## config.mk

```make
export PLATFORM = sky130hd
export DESIGN_NAME = packet_fifo
export DESIGN_NICKNAME = d
export VERILOG_FILES = /design/src/rtl/packet_fifo_pkg.sv /design/src/rtl/packet_fifo_ram.sv /design/src/rtl/packet_fifo.sv
export SDC_FILE = /design/constraint.sdc
export NUM_CORES = 1
export LEC_CHECK = 0
export ABC_CLOCK_PERIOD_IN_PS = 10030
export CAP_MARGIN = 20
export CELL_PAD_IN_SITES_DETAIL_PLACEMENT = 0
export CELL_PAD_IN_SITES_GLOBAL_PLACEMENT = 1
export CORE_MARGIN = 3
export CORE_UTILIZATION = 40
export DETAILED_ROUTE_END_ITERATION = 16
export GPL_ROUTABILITY_DRIVEN = 0
export GPL_TIMING_DRIVEN = 0
export MAX_ROUTING_LAYER = met4
export PLACE_DENSITY = 0.69
export SYNTH_ARGS = -nofsm -noshare
export SYNTH_HDL_FRONTEND = slang
export SYNTH_SLANG_ARGS = --single-unit
```

## constraint.sdc

```tcl
create_clock -name clk -period 10.03 [get_ports clk]
set_input_delay 1.003 -clock clk [delete_from_list [all_inputs] [get_ports clk]]
set_output_delay 1.003 -clock clk [all_outputs]
set_load 0.02 [all_outputs]
```

## src/rtl/packet_fifo_pkg.sv

```systemverilog
// Shared types and constants for the packet FIFO: write-side FSM encoding and
// drop counter width.
package packet_fifo_pkg;
  localparam int DROP_CNT_W = 16;

  typedef enum logic [1:0] {
    IDLE     = 2'd0,
    IN_FRAME = 2'd1,
    DISCARD  = 2'd2
  } wr_state_t;
endpackage

```

## src/rtl/packet_fifo_ram.sv

```systemverilog
// Simple dual-port storage for {eof, data} beats. The read data port is
// registered. The eof bit at the read address is also visible combinationally.
module packet_fifo_ram #(
  parameter int WIDTH      = 9,
  parameter int ADDR_WIDTH = 5
) (
  input  logic                  clk,
  input  logic                  rst,
  input  logic                  we_i,
  input  logic [ADDR_WIDTH-1:0] waddr_i,
  input  logic [WIDTH-1:0]      wdata_i,
  input  logic                  re_i,
  input  logic [ADDR_WIDTH-1:0] raddr_i,
  output logic [WIDTH-1:0]      rdata_o,
  output logic                  reof_peek_o
);
  logic [WIDTH-1:0] mem_q [2**ADDR_WIDTH];
  logic [WIDTH-1:0] rdata_q;

  always_ff @(posedge clk) begin
    if (we_i) mem_q[waddr_i] <= wdata_i;
  end

  always_ff @(posedge clk or posedge rst) begin
    if (rst)       rdata_q <= '0;
    else if (re_i) rdata_q <= mem_q[raddr_i];
  end

  // The frame counter must know, when a read is accepted, whether that beat
  // closes a frame. The registered copy only appears one cycle later.
  assign reof_peek_o = mem_q[raddr_i][WIDTH-1];
  assign rdata_o     = rdata_q;
endmodule

```

## src/rtl/packet_fifo.sv

```systemverilog
// Frame-aware FIFO. Beats become readable only once their frame's eof is written.
// Aborted frames and overflowing frames are rewound and counted as drops.
module packet_fifo
  import packet_fifo_pkg::*;
#(
  parameter int DATA_WIDTH = 8,
  parameter int ADDR_WIDTH = 5,
  parameter int AF_THRESH  = (2**ADDR_WIDTH) - 4
) (
  input  logic                  clk,
  input  logic                  reset,
  input  logic                  write_enable,
  input  logic [DATA_WIDTH-1:0] write_data_in,
  input  logic                  write_eof,
  input  logic                  write_abort,
  input  logic                  read_enable,
  output logic [DATA_WIDTH-1:0] read_data_out,
  output logic                  read_valid,
  output logic                  read_eof,
  output logic                  full,
  output logic                  empty,
  output logic                  almost_full,
  output logic [ADDR_WIDTH:0]   fifo_occu_in,
  output logic [ADDR_WIDTH:0]   fifo_occu_out,
  output logic [ADDR_WIDTH:0]   frame_count,
  output logic [DROP_CNT_W-1:0] drop_count
);
  localparam int DEPTH = 2**ADDR_WIDTH;
  localparam int PW    = ADDR_WIDTH + 1;

  wr_state_t             state_q, state_d;
  logic [PW-1:0]         wr_ptr_q, wr_ptr_d;
  logic [PW-1:0]         commit_ptr_q, commit_ptr_d;
  logic [PW-1:0]         rd_ptr_q, rd_ptr_d;
  logic [PW-1:0]         frame_cnt_q, frame_cnt_d;
  logic [DROP_CNT_W-1:0] drop_cnt_q, drop_cnt_d;
  logic                  rvalid_q;

  logic                  mem_we, commit, drop, rd_acc, rd_eof_peek;
  logic [DATA_WIDTH:0]   rdata;

  assign fifo_occu_in  = wr_ptr_q - rd_ptr_q;
  assign fifo_occu_out = commit_ptr_q - rd_ptr_q;
  assign full          = (fifo_occu_in == PW'(DEPTH));
  assign almost_full   = (fifo_occu_in >= PW'(AF_THRESH));
  assign empty         = (rd_ptr_q == commit_ptr_q);
  assign rd_acc        = read_enable && !empty;

  always_comb begin
    state_d      = state_q;
    wr_ptr_d     = wr_ptr_q;
    commit_ptr_d = commit_ptr_q;
    mem_we       = 1'b0;
    commit       = 1'b0;
    drop         = 1'b0;
    if (write_enable) begin
      if (write_abort) begin
        wr_ptr_d = commit_ptr_q;
        drop     = 1'b1;
        state_d  = IDLE;
      end else if (state_q == DISCARD || full) begin
        // An eof that arrives while full has nothing left to wait for. Drop
        // it here so the next frame is not swallowed.
        if (write_eof) begin
          wr_ptr_d = commit_ptr_q;
          drop     = 1'b1;
          state_d  = IDLE;
        end else begin
          state_d  = DISCARD;
        end
      end else begin
        mem_we   = 1'b1;
        wr_ptr_d = wr_ptr_q + PW'(1);
        if (write_eof) begin
          commit_ptr_d = wr_ptr_q + PW'(1);
          commit       = 1'b1;
          state_d      = IDLE;
        end else begin
          state_d      = IN_FRAME;
        end
      end
    end
  end

  always_comb begin
    rd_ptr_d    = rd_ptr_q + PW'(rd_acc);
    frame_cnt_d = frame_cnt_q;
    case ({commit, rd_acc && rd_eof_peek})
      2'b10:   frame_cnt_d = frame_cnt_q + PW'(1);
      2'b01:   frame_cnt_d = frame_cnt_q - PW'(1);
      default: frame_cnt_d = frame_cnt_q;
    endcase
    drop_cnt_d = drop_cnt_q;
    if (drop && drop_cnt_q != '1) drop_cnt_d = drop_cnt_q + DROP_CNT_W'(1);
  end

  always_ff @(posedge clk or posedge reset) begin
    if (reset) begin
      state_q      <= IDLE;
      wr_ptr_q     <= '0;
      commit_ptr_q <= '0;
      rd_ptr_q     <= '0;
      frame_cnt_q  <= '0;
      drop_cnt_q   <= '0;
      rvalid_q     <= 1'b0;
    end else begin
      state_q      <= state_d;
      wr_ptr_q     <= wr_ptr_d;
      commit_ptr_q <= commit_ptr_d;
      rd_ptr_q     <= rd_ptr_d;
      frame_cnt_q  <= frame_cnt_d;
      drop_cnt_q   <= drop_cnt_d;
      rvalid_q     <= rd_acc;
    end
  end

  packet_fifo_ram #(
    .WIDTH      (DATA_WIDTH + 1),
    .ADDR_WIDTH (ADDR_WIDTH)
  ) u_ram (
    .clk         (clk),
    .rst         (reset),
    .we_i        (mem_we),
    .waddr_i     (wr_ptr_q[ADDR_WIDTH-1:0]),
    .wdata_i     ({write_eof, write_data_in}),
    .re_i        (rd_acc),
    .raddr_i     (rd_ptr_q[ADDR_WIDTH-1:0]),
    .rdata_o     (rdata),
    .reof_peek_o (rd_eof_peek)
  );

  assign read_data_out = rdata[DATA_WIDTH-1:0];
  assign read_eof      = rdata[DATA_WIDTH];
  assign read_valid    = rvalid_q;
  assign frame_count   = frame_cnt_q;
  assign drop_count    = drop_cnt_q;
endmodule

```

-- Yosys cells after proc, flatten, opt, wreduce, memory -nomap -nowiden
Memories as Yosys holds them, arrays and structs flattened.
Index checks and enable logic that the tools add are counted.
- input bits: 14
- memories: 1
- word-level logic and storage cells: 54
- RAM bits: 288
- output and inout bits: 47
- register bits: 52
- memory list (memory ; words ; width ; rd ports ; clocked after Yosys merged registers in ; write ports ; RTL line ; RTL):
    u_ram.mem_q ; 32 ; 9 ; 1 ; 0 ; 1 ; packet_fifo_ram.sv:17 ; logic [WIDTH-1:0] mem_q [2**ADDR_WIDTH];
- magnitude comparators: 1
- bitwise logic cells: 2
- $add $sub $neg: 7
- mux-type cells: 20
- reduce and logical (&&, ||, !) cells: 8
- equal/unequal tests: 7
- operators by type and width (cell ; count):
    $mux 6 ; 3
    $add 16x1->16 const B ; 1
    $ne 16x16->1 const B ; 1
    $mux 1 ; 13
    $add 6x1->6 const B ; 2
    $pmux 6 s2 ; 1
    $sub 6x6->6 ; 2
    $add 6x1->6 ; 1
    $eq 6x6->1 ; 1
    $eq 6x6->1 const B ; 1
    $ge 6x5->1 const B ; 1
    $mux 2 ; 3
    $sub 6x1->6 const B ; 1
    $eq 2x2->1 const B ; 2
    $reduce_and 4->1 ; 1
    $logic_and 1x1->1 ; 3
    $ne 3x3->1 const B ; 1
    $eq 2x1->1 const B ; 1
    $not 1->1 ; 2
    $reduce_and 2->1 ; 1
    $reduce_bool 2->1 ; 1
    $logic_not 1->1 ; 1
    $logic_or 1x1->1 ; 1

-- Depth between registers and ports, before layout
Gate-level depths: netlist of the first run.
- depth after elaboration: 8
- mapped depth: 20

-- Modules after synthesis
From an unflattened synthesis of the first run, not the netlist that was laid out.
- cells, all modules: 926
- area, all modules: 14292.5 µm²
- modules (own cells, without submodules) (module ; cells each ; times used ; area an instance (µm²) ; seq. area each (µm²)):
    packet_fifo_ram ; 657 ; 1 ; 11676.2 ; 8873.5
    packet_fifo ; 269 ; 1 ; 2616.3 ; 1076.0

-- Worst setup path after synthesis of the first run
OpenSTA, ideal clock, no wires.
- kind: register -> register
- start: register rd_ptr_q[2]
- end: register frame_cnt_q[5] (netlist: frame_count[5])
- period minus slack after synthesis: 4657 ps
- library setup time: 130 ps
- data arrival time: 4527 ps
- path slack: 5373 ps
- cell stages (with the launch flop): 20
- cells stage by stage: dfrtp_1 clkbuf_1 inv_1 clkbuf_1 ha_1 xor2_1 or3_2 a2111o_2 inv_2 nor2_2 nand3_2 ha_1 ha_1 a21o_1 a21oi_1 o21bai_1 a21oi_1 xnor2_1 nor2_1 xor2_1
- longest elaborated chain between the ends: 8
- ends and longest elaborated chain (what ; RTL line ; RTL):
    start: declaration ; packet_fifo.sv:34 ; logic [PW-1:0] rd_ptr_q, rd_ptr_d;
    start signal: assignment ; packet_fifo.sv:110 ; rd_ptr_q <= rd_ptr_d;
    $sub 6x6->6 (*) ; packet_fifo.sv:42 ; assign fifo_occu_in = wr_ptr_q - rd_ptr_q;
    net fifo_occu_in[2] ; packet_fifo.sv:23 ; output logic [ADDR_WIDTH:0] fifo_occu_in,
    $eq 6x6->1 (*) ; packet_fifo.sv:44 ; assign full = (fifo_occu_in == PW'(DEPTH));
    net full ; packet_fifo.sv:20 ; output logic full,
    $logic_or 1x1->1 (*) ; packet_fifo.sv:61 ; end else if (state_q == DISCARD || full) begin
    $mux 1 (*) ; packet_fifo.sv:61 ;
    $mux 1 (*) ; packet_fifo.sv:57 ; if (write_abort) begin
    $mux 1 (*) ; packet_fifo.sv:56 ; if (write_enable) begin
    $eq 2x1->1 / $eq 2x2->1 (equally long branches) ; packet_fifo.sv:88 ; case ({commit, rd_acc && rd_eof_peek})
    $pmux 6 s2 / $reduce_bool 2->1 (equally long branches) ; n/a ;
    end signal: assignment ; packet_fifo.sv:111 ; frame_cnt_q <= frame_cnt_d;
    end: declaration ; packet_fifo.sv:35 ; logic [PW-1:0] frame_cnt_q, frame_cnt_d;
Mark *: on every way through the listed nets, which the timed path passes. The rest lies on a longest branch.
A chain may end at the register's enable or synchronous reset.

-- Worst setup path in the final report of the first run
- start: register rd_ptr_q[2]
- end: register frame_cnt_q[5] (netlist: frame_count[5])
- longest elaborated chain between the ends: 8
- ends and longest elaborated chain (what ; RTL line):
    $sub 6x6->6 ; packet_fifo.sv:42
    $eq 6x6->1 ; packet_fifo.sv:44
    $logic_or 1x1->1 ; packet_fifo.sv:61
    $mux 1 ; packet_fifo.sv:61
    $mux 1 ; packet_fifo.sv:57
    $mux 1 ; packet_fifo.sv:56
    $eq 2x1->1 / $eq 2x2->1 (equally long branches) ; packet_fifo.sv:88
    $pmux 6 s2 / $reduce_bool 2->1 (equally long branches) ; n/a
Parallel ways exist; a longest one is shown, timed or not.

==> impl_metrics.env, run 1 <==
export IMPL_tritoncts="yes"
export IMPL_synth_fa_ha_area_frac=0.0238
export IMPL_grt_most_used_layer="met2"
export IMPL_vdd_drop_max_v=0.000470
export IMPL_grt_max_degree=35
export IMPL_core_rowCount=68
export IMPL_synth_top_area_share=0.614
export IMPL_critPathBufInv=4
export IMPL_antenna_found_initial=0
export IMPL_synth_xor_area_frac=0.0236
export IMPL_port_buffer_count=59
export IMPL_postRouteWirelength_microns=31400
export IMPL_critical_path_required_ps=10420
export IMPL_timing_setup_tns_ps=0
export IMPL_diodes=0
export IMPL_path_clk_slew_ps=60
export IMPL_cts_buffer_depth=3
export IMPL_post_route_drc_count=0
export IMPL_globalRouteMet2Util=0.270
export IMPL_design_final_nets=949
export IMPL_mappedNetlistArea_sq_um=14100
export IMPL_synthCells=803
export IMPL_dpl_hpwl_microns=21400
export IMPL_setup_viol=0
export IMPL_multiInputGateArea_sq_um=3890
export IMPL_clock_latency_ps=520
export IMPL_die_width_microns=194
export IMPL_critical_path_max_fanout=11
export IMPL_worst_hold_class="flip-flop to flip-flop"
export IMPL_ys_seq_elements=340
export IMPL_track_usage=0.174
export IMPL_final_layout_size_suffix_gt1_frac=0.169
export IMPL_routed_via_density=5.37
export IMPL_number_of_warnings_issued_by_yosys=0
export IMPL_p_total_w=0.00508
export IMPL_number_of_sinks_driven_by_the_clock_tree=340
export IMPL_timing_critical_path_cells="clkbuf_1, inv_1, clkbuf_1, ha_1, a21o_1, a21oi_1, xnor2_1, a2111o_2, inv_2, nor2_2, nand3_2, ha_1, ha_1, a21o_1, a21oi_1, o21bai_1, a21oi_1, xnor2_1, nor2_1, xor2_1"
export IMPL_detailedRoute_firstPassIterationCount=5
export IMPL_drt_first_iter_violations=720
export IMPL_synth_compound_area_share=0.0426
export IMPL_skew_ps=17.5
export IMPL_hold_viol_final=0
export IMPL_timing_slew_headroom=0.313
export IMPL_cts_root_buffer_cell="sky130_fd_sc_hd__clkbuf_16"
export IMPL_postCtsHoldBufs=0
export IMPL_fin_area_sq_um=16700
export IMPL_critical_path_slowest_cell="sky130_fd_sc_hd__clkbuf_1"
export IMPL_fmax_ghz=0.183
export IMPL_worstSetupStartpointType="flip-flop"
export IMPL_initial_utilization=0.407
export IMPL_postPlaceCellArea_sq_um=15400
export IMPL_synth_simple_area_share=0.0489
export IMPL_grt_first_pass_wirelength_microns=48100
export IMPL_peak_per_stage_delay_on_the_critical_path_ps=780
export IMPL_powerDensity_nw_per_um2=305
export IMPL_vias_in_the_first_global_route=7687
export IMPL_synthToLayoutAreaGrowth_pct=18.5
export IMPL_gr_total_overflow=0
export IMPL_globalRouteMet1Util=0.241
export IMPL_die_area_sq_um=37500
export IMPL_netlist_cell_type_count=51
export IMPL_resized_cells_post_cts=0
export IMPL_crit_type="flip-flop to flip-flop"
export IMPL_finalWorstPathRequiredPeriod_ps=5480
export IMPL_regArea_sq_um=9950
export IMPL_final_antenna_net_count=0
export IMPL_ioPinCount=61
export IMPL_standard_cell_core_area_sq_um=34600
export IMPL_critical_path_arrival_ps=5860
export IMPL_htreeDepth=2
export IMPL_maxCapViolations=0
export IMPL_post_synth_main_area_contributors="sky130_fd_sc_hd__edfxtp_1, sky130_fd_sc_hd__mux4_2, sky130_fd_sc_hd__dfrtp_1"
export IMPL_synth_mux_area_frac=0.137
export IMPL_routedWlPerCell_microns=22.6
export IMPL_die_h_microns=194
export IMPL_report_final_slew_viol_count=0
export IMPL_utilization_after_layout=0.482
export IMPL_num_fill_cells=2861
export IMPL_use_met3=0.0287
export IMPL_critical_path_top_delay_family="buffers and inverters"
export IMPL_endpoint_kind="flip-flop"
export IMPL_synth_area_per_cell_sq_um=17.5
export IMPL_ys_seq_area_frac=0.707
export IMPL_mappedNetlistNets=842
export IMPL_run_status="finished clean"
export IMPL_finalCritPeriodShare=0.546
export IMPL_route_vias_total=7471
export IMPL_tritoncts_num_buffers=36
export IMPL_p_leak_nw=5.76
export IMPL_timing_worst_slew_pin_value_ps=1030
export IMPL_post_cts_repair_setup_buffers=0
export IMPL_main_combinational_cell_family_by_area_after_synthesis="multiplexers"
export IMPL_rsz0062_at_grt="false"
export IMPL_synthDominantAreaCellType="sky130_fd_sc_hd__edfxtp_1"
==> area by class of cell <==
cell class	count	area share
plain buffers	33	0.00900
multi-input cells	406	0.233
flip-flops and latches	340	0.596
inverters	24	0.00540
well taps	455	0.0341
clock inverters	20	0.0162
clock buffers	45	0.0566
repair buffers	69	0.0490
==> per-stage QoR <==
stage,hold WS [ps],std cells,worst slack [ps]
after CTS,469,1389,4480
after detailed placement,462,1324,4530
after global routing,475,1392,4090
after global placement,458,1317,4420
final,468,1392,4550
after floorplan,452,803,5370
==> registers in the layout (all words and copies together), names as in the netlist <==
register,flops
u_ram.mem_q,288
frame_count,6
rd_ptr_q,6
state_q,2
read_valid,1
commit_ptr_q,6
wr_ptr_q,6
drop_count,16
u_ram.rdata_o,9
==> logic make-up after synthesis <==
kind of cell	Yosys count
AND/OR/NAND/NOR	143
XOR/XNOR	38
buffers and inverters	57
adder cells (fa/ha/maj)	25
flip-flops	340
multiplexers	110
AO/OA/AOI/OAI	90
==> cell usage after synthesis, drive strengths merged <==
cell type / number
and2: 3
or2: 1
or3: 2
a31o: 1
edfxtp: 288
mux2: 7
and2b: 1
a31oi: 2
a221oi: 15
o32a: 1
mux4: 66
nand2b: 4
clkbuf: 18
xor2: 18
a211oi: 1
nor2: 49
a21oi: 14
a21o: 7
a2111o: 1
nor2b: 1
o2111ai: 1
o211ai: 1
o21bai: 1
xnor2: 20
nand3: 30
a22o: 1
or2b: 1
inv: 24
nand3b: 3
nor3: 3
fa: 3
o21ai: 33
nand4: 6
o21a: 1
ha: 22
buf: 15
and3: 2
nor4: 2
o41ai: 1
nand2: 35
a22oi: 9
dfrtp: 52
mux2i: 37
==> worst reg2reg max path: cells and delay by family (launching register included) <==
family,cells,cell delay [ps]
adders and majority gates,3,1080
AOI/OAI and AO/OA,7,1270
DFF,1,350
and+or+nand+nor,3,840
xor gates and xnor gates,3,500
buffers and inverters,4,1310
==> worst paths after layout <==
| kind | slack, ps | end | cells after the start | from |
|---|---|---|---|---|
| worst max register to register | 4550 | frame_count[5]$_DFFE_PP0P_ | 20 | rd_ptr_q[2]$_DFF_PP0_ |
| worst max-delay path | 4550 | frame_count[5]$_DFFE_PP0P_ | 20 | rd_ptr_q[2]$_DFF_PP0_ |
| max in group asynchronous | 8670 | u_ram.rdata_o[7]$_DFFE_PP0P_ | 3 | reset |
| min in group asynchronous | 810 | commit_ptr_q[3]$_DFFE_PP0P_ | 2 | reset |
| worst min register to register | 470 | frame_count[5]$_DFFE_PP0P_ | 1 | frame_count[5]$_DFFE_PP0P_ |
| worst min-delay path | 470 | frame_count[5]$_DFFE_PP0P_ | 1 | frame_count[5]$_DFFE_PP0P_ |
==> where the power goes <==
group          leakage [nW]  switching, W  internal (W)  total, W
sequential             3.23      0.000103       0.00165   0.00175
combinational          1.95       0.00109      0.000875   0.00197
clock                 0.582      0.000535      0.000828   0.00136
total                  5.76       0.00173       0.00335   0.00508
==> cell usage in the layout, fill, tap and decap left out, types with 7 or more instances in the layout <==
cell / instances
sky130_fd_sc_hd__edfxtp_1: 288
sky130_fd_sc_hd__xnor2_1: 20
sky130_fd_sc_hd__a221oi_1: 15
sky130_fd_sc_hd__a21oi_1: 14
sky130_fd_sc_hd__clkbuf_16: 37
sky130_fd_sc_hd__nand3_1: 29
sky130_fd_sc_hd__ha_1: 22
sky130_fd_sc_hd__o21ai_0: 32
sky130_fd_sc_hd__mux2i_1: 37
sky130_fd_sc_hd__inv_1: 21
sky130_fd_sc_hd__nand2_1: 35
sky130_fd_sc_hd__clkbuf_1: 26
sky130_fd_sc_hd__clkdlybuf4s50_1: 59
sky130_fd_sc_hd__mux4_2: 66
sky130_fd_sc_hd__nor2_1: 48
sky130_fd_sc_hd__xor2_1: 18
sky130_fd_sc_hd__dfrtp_1: 52
sky130_fd_sc_hd__mux2_2: 7
sky130_fd_sc_hd__a22oi_1: 9
==> layer usage <==
| layer | wire length [microns] | up-vias |
|---|---|---|
| met4 | 775 | 0 |
| met1 | 14000 | 3803 |
| met2 | 14700 | 247 |
| met5 | 0 | - |
| li1 | - | 3376 |
| met3 | 1940 | 45 |
Note: power is estimated with default switching activity, not from simulation.
==> run 2: changes to the inputs <==
- ABC_CLOCK_PERIOD_IN_PS: 10030 -> 5500
- clock period: 10.03 -> 5.5 ns (I/O delays scaled with it)
==> run 2 against run 1 <==
  * Clock power up 82%
  * Non-clock buffer count rose by 1
  * Sequential share of layout area down 0.054 points
  * Final area hardly changed
  * Count of clock-buffer cells in the layout unchanged
  * Maximum frequency rose by 8.9%
  * Worst hold slack worse by 120 ps
  * Clock skew is 1.6 ps higher
  * Combinational power is 83% higher
==> impl_metrics.env, run 2 (synthesis results as in run 1) <==
export IMPL_p_total_w=0.00928
export IMPL_maxCapViolations=0
export IMPL_timing_slew_headroom=0.372
export IMPL_num_fill_cells=2857
export IMPL_worstSetupStartpointType="flip-flop"
export IMPL_multiInputGateArea_sq_um=3890
export IMPL_peak_per_stage_delay_on_the_critical_path_ps=520
export IMPL_vias_in_the_first_global_route=7687
export IMPL_report_final_slew_viol_count=0
export IMPL_die_width_microns=194
export IMPL_gr_total_overflow=0
export IMPL_antenna_found_initial=0
export IMPL_setup_viol=0
export IMPL_critical_path_max_fanout=10
export IMPL_critical_path_arrival_ps=5410
export IMPL_drt_first_iter_violations=638
export IMPL_die_area_sq_um=37500
export IMPL_grt_first_pass_wirelength_microns=48100
export IMPL_standard_cell_core_area_sq_um=34600
export IMPL_ioPinCount=61
export IMPL_hold_path_endpoint="state_q[1]$_DFFE_PP0P_"
export IMPL_regArea_sq_um=9950
export IMPL_layout_commonest_cell="sky130_fd_sc_hd__edfxtp_1"
export IMPL_diodes=0
export IMPL_routedWlPerCell_microns=22.6
export IMPL_final_antenna_net_count=0
export IMPL_path_clk_slew_ps=60
export IMPL_htreeDepth=2
export IMPL_cts_root_buffer_cell="sky130_fd_sc_hd__clkbuf_16"
export IMPL_finalCritPeriodShare=0.914
export IMPL_routed_via_density=5.39
export IMPL_dpl_hpwl_microns=21400
export IMPL_design_final_nets=950
export IMPL_clock_latency_ps=520
export IMPL_r2r_slack_ps=470
export IMPL_detailedRoute_firstPassIterationCount=5
export IMPL_fmax_ghz=0.199
export IMPL_endpoint_kind="flip-flop"
export IMPL_worst_hold_path_num_cells=3
export IMPL_core_rowCount=68
export IMPL_timing_worst_slew_pin_value_ps=939
export IMPL_timing_critical_path_cells="clkbuf_1, clkinvlp_4, ha_1, a21o_1, a21oi_1, xnor2_1, a2111o_2, inv_2, nor2_2, nand3_2, ha_1, ha_1, a21o_1, a21oi_1, o21bai_1, a21oi_1, xnor2_1, nor2_1, xor2_1"
export IMPL_rsz0062_at_grt="false"
export IMPL_post_route_drc_count=0
export IMPL_port_buffer_count=59
export IMPL_ff_to_ff_start="rd_ptr_q[2]$_DFF_PP0_"
export IMPL_worst_hold_class="input pin to flip-flop"
export IMPL_track_usage=0.174
export IMPL_hold_viol_final=0
export IMPL_top_register="u_ram.mem_q"
export IMPL_final_layout_size_suffix_gt1_frac=0.172
export IMPL_finalWorstPathRequiredPeriod_ps=5030
export IMPL_postRouteWirelength_microns=31500
export IMPL_tritoncts="yes"
export IMPL_tritoncts_num_buffers=36
export IMPL_skew_ps=19.1
export IMPL_number_of_sinks_driven_by_the_clock_tree=340
export IMPL_synthToLayoutAreaGrowth_pct=18.6
export IMPL_route_vias_total=7503
export IMPL_p_leak_nw=5.76
export IMPL_run_status="finished clean"
export IMPL_crit_type="flip-flop to flip-flop"
export IMPL_die_h_microns=194
export IMPL_mostFrequentLayoutCells="sky130_fd_sc_hd__edfxtp_1, sky130_fd_sc_hd__mux4_2, sky130_fd_sc_hd__clkdlybuf4s50_1"
export IMPL_initial_utilization=0.407
export IMPL_timing_rr_end="frame_count[5]$_DFFE_PP0P_"
export IMPL_vdd_drop_max_v=0.000858
export IMPL_largest_register_ff_count=288
export IMPL_hold_start="write_enable"
export IMPL_cts_buffer_depth=3
export IMPL_critical_path_required_ps=5890
export IMPL_critical_path_slowest_cell="sky130_fd_sc_hd__clkbuf_1"
export IMPL_powerDensity_nw_per_um2=556
export IMPL_worst_hold_slack_ps=345
export IMPL_worst_r2r_cell_count=19
export IMPL_grt_max_degree=35
## run 2: cell type report
class | count | area share
buffer | 32 | 0.00877
multi-input combinational | 406 | 0.233
timing repair buffer | 71 | 0.0499
sequential | 340 | 0.596
clock inverter | 20 | 0.0162
inverter | 24 | 0.00562
clock buffer | 45 | 0.0566
tap | 455 | 0.0341
## run 2: report_power, final
part           switching [W]  total (W)  internal [W]  leakage [nW]
registers           0.000190    0.00320       0.00301          3.23
logic                0.00200    0.00360       0.00160          1.95
clock network       0.000974    0.00248       0.00151         0.582
## run 2: routing by layer
layer / wire (microns) / vias up / GRT usage
li1: - / 3375 / -
met1: 13900 / 3843 / 0.241
met2: 14800 / 241 / 0.269
met3: 2000 / 44 / 0.0287
met4: 779 / 0 / 0.0480
met5: 0 / - / -
## run 2: worst max path at each step
stage | from | endpoint | slack [ps] | cells past startpoint
after floorplan | rd_ptr_q[2]$_DFF_PP0_ | frame_count[5]$_DFFE_PP0P_ | 840 | 19
after global placement | rd_ptr_q[2]$_DFF_PP0_ | frame_count[5]$_DFFE_PP0P_ | -110 | 20
after detailed placement | rd_ptr_q[2]$_DFF_PP0_ | frame_count[5]$_DFFE_PP0P_ | -4 | 20
after CTS | rd_ptr_q[2]$_DFF_PP0_ | frame_count[5]$_DFFE_PP0P_ | 170 | 19
after global routing | rd_ptr_q[2]$_DFF_PP0_ | frame_count[5]$_DFFE_PP0P_ | 100 | 19
final | rd_ptr_q[2]$_DFF_PP0_ | frame_count[5]$_DFFE_PP0P_ | 470 | 19
## run 2: through the flow
stage               utilization  instances  instance area [sq um]  worst slack (ps)  setup TNS, ps
floorplan                     -        803                  14100               843              0
global placement          0.440       1317                  15200              -113           -113
detailed placement        0.445       1324                  15400             -4.06          -4.06
CTS                       0.480       1388                  16600               173              0
global route              0.482       1393                  16700              96.4              0
finish                    0.482       1393                  16700               473              0
## run 2: worst max-delay path: cells and delay by family, from the launching register on
family,cells,cell delay (ps)
XOR/XNOR,3,500
AND/OR/NAND/NOR,3,830
adder cells (fa/ha/maj),3,1060
buffers and inverters,3,920
AO/OA/AOI/OAI,7,1270
flip-flops,1,320
## run 2: what timing repair did
item	in CTS	in global routing
hold buffers	0	0
setup endpoints to repair	1	1
resized for setup	0	1
buffers inserted	0	2
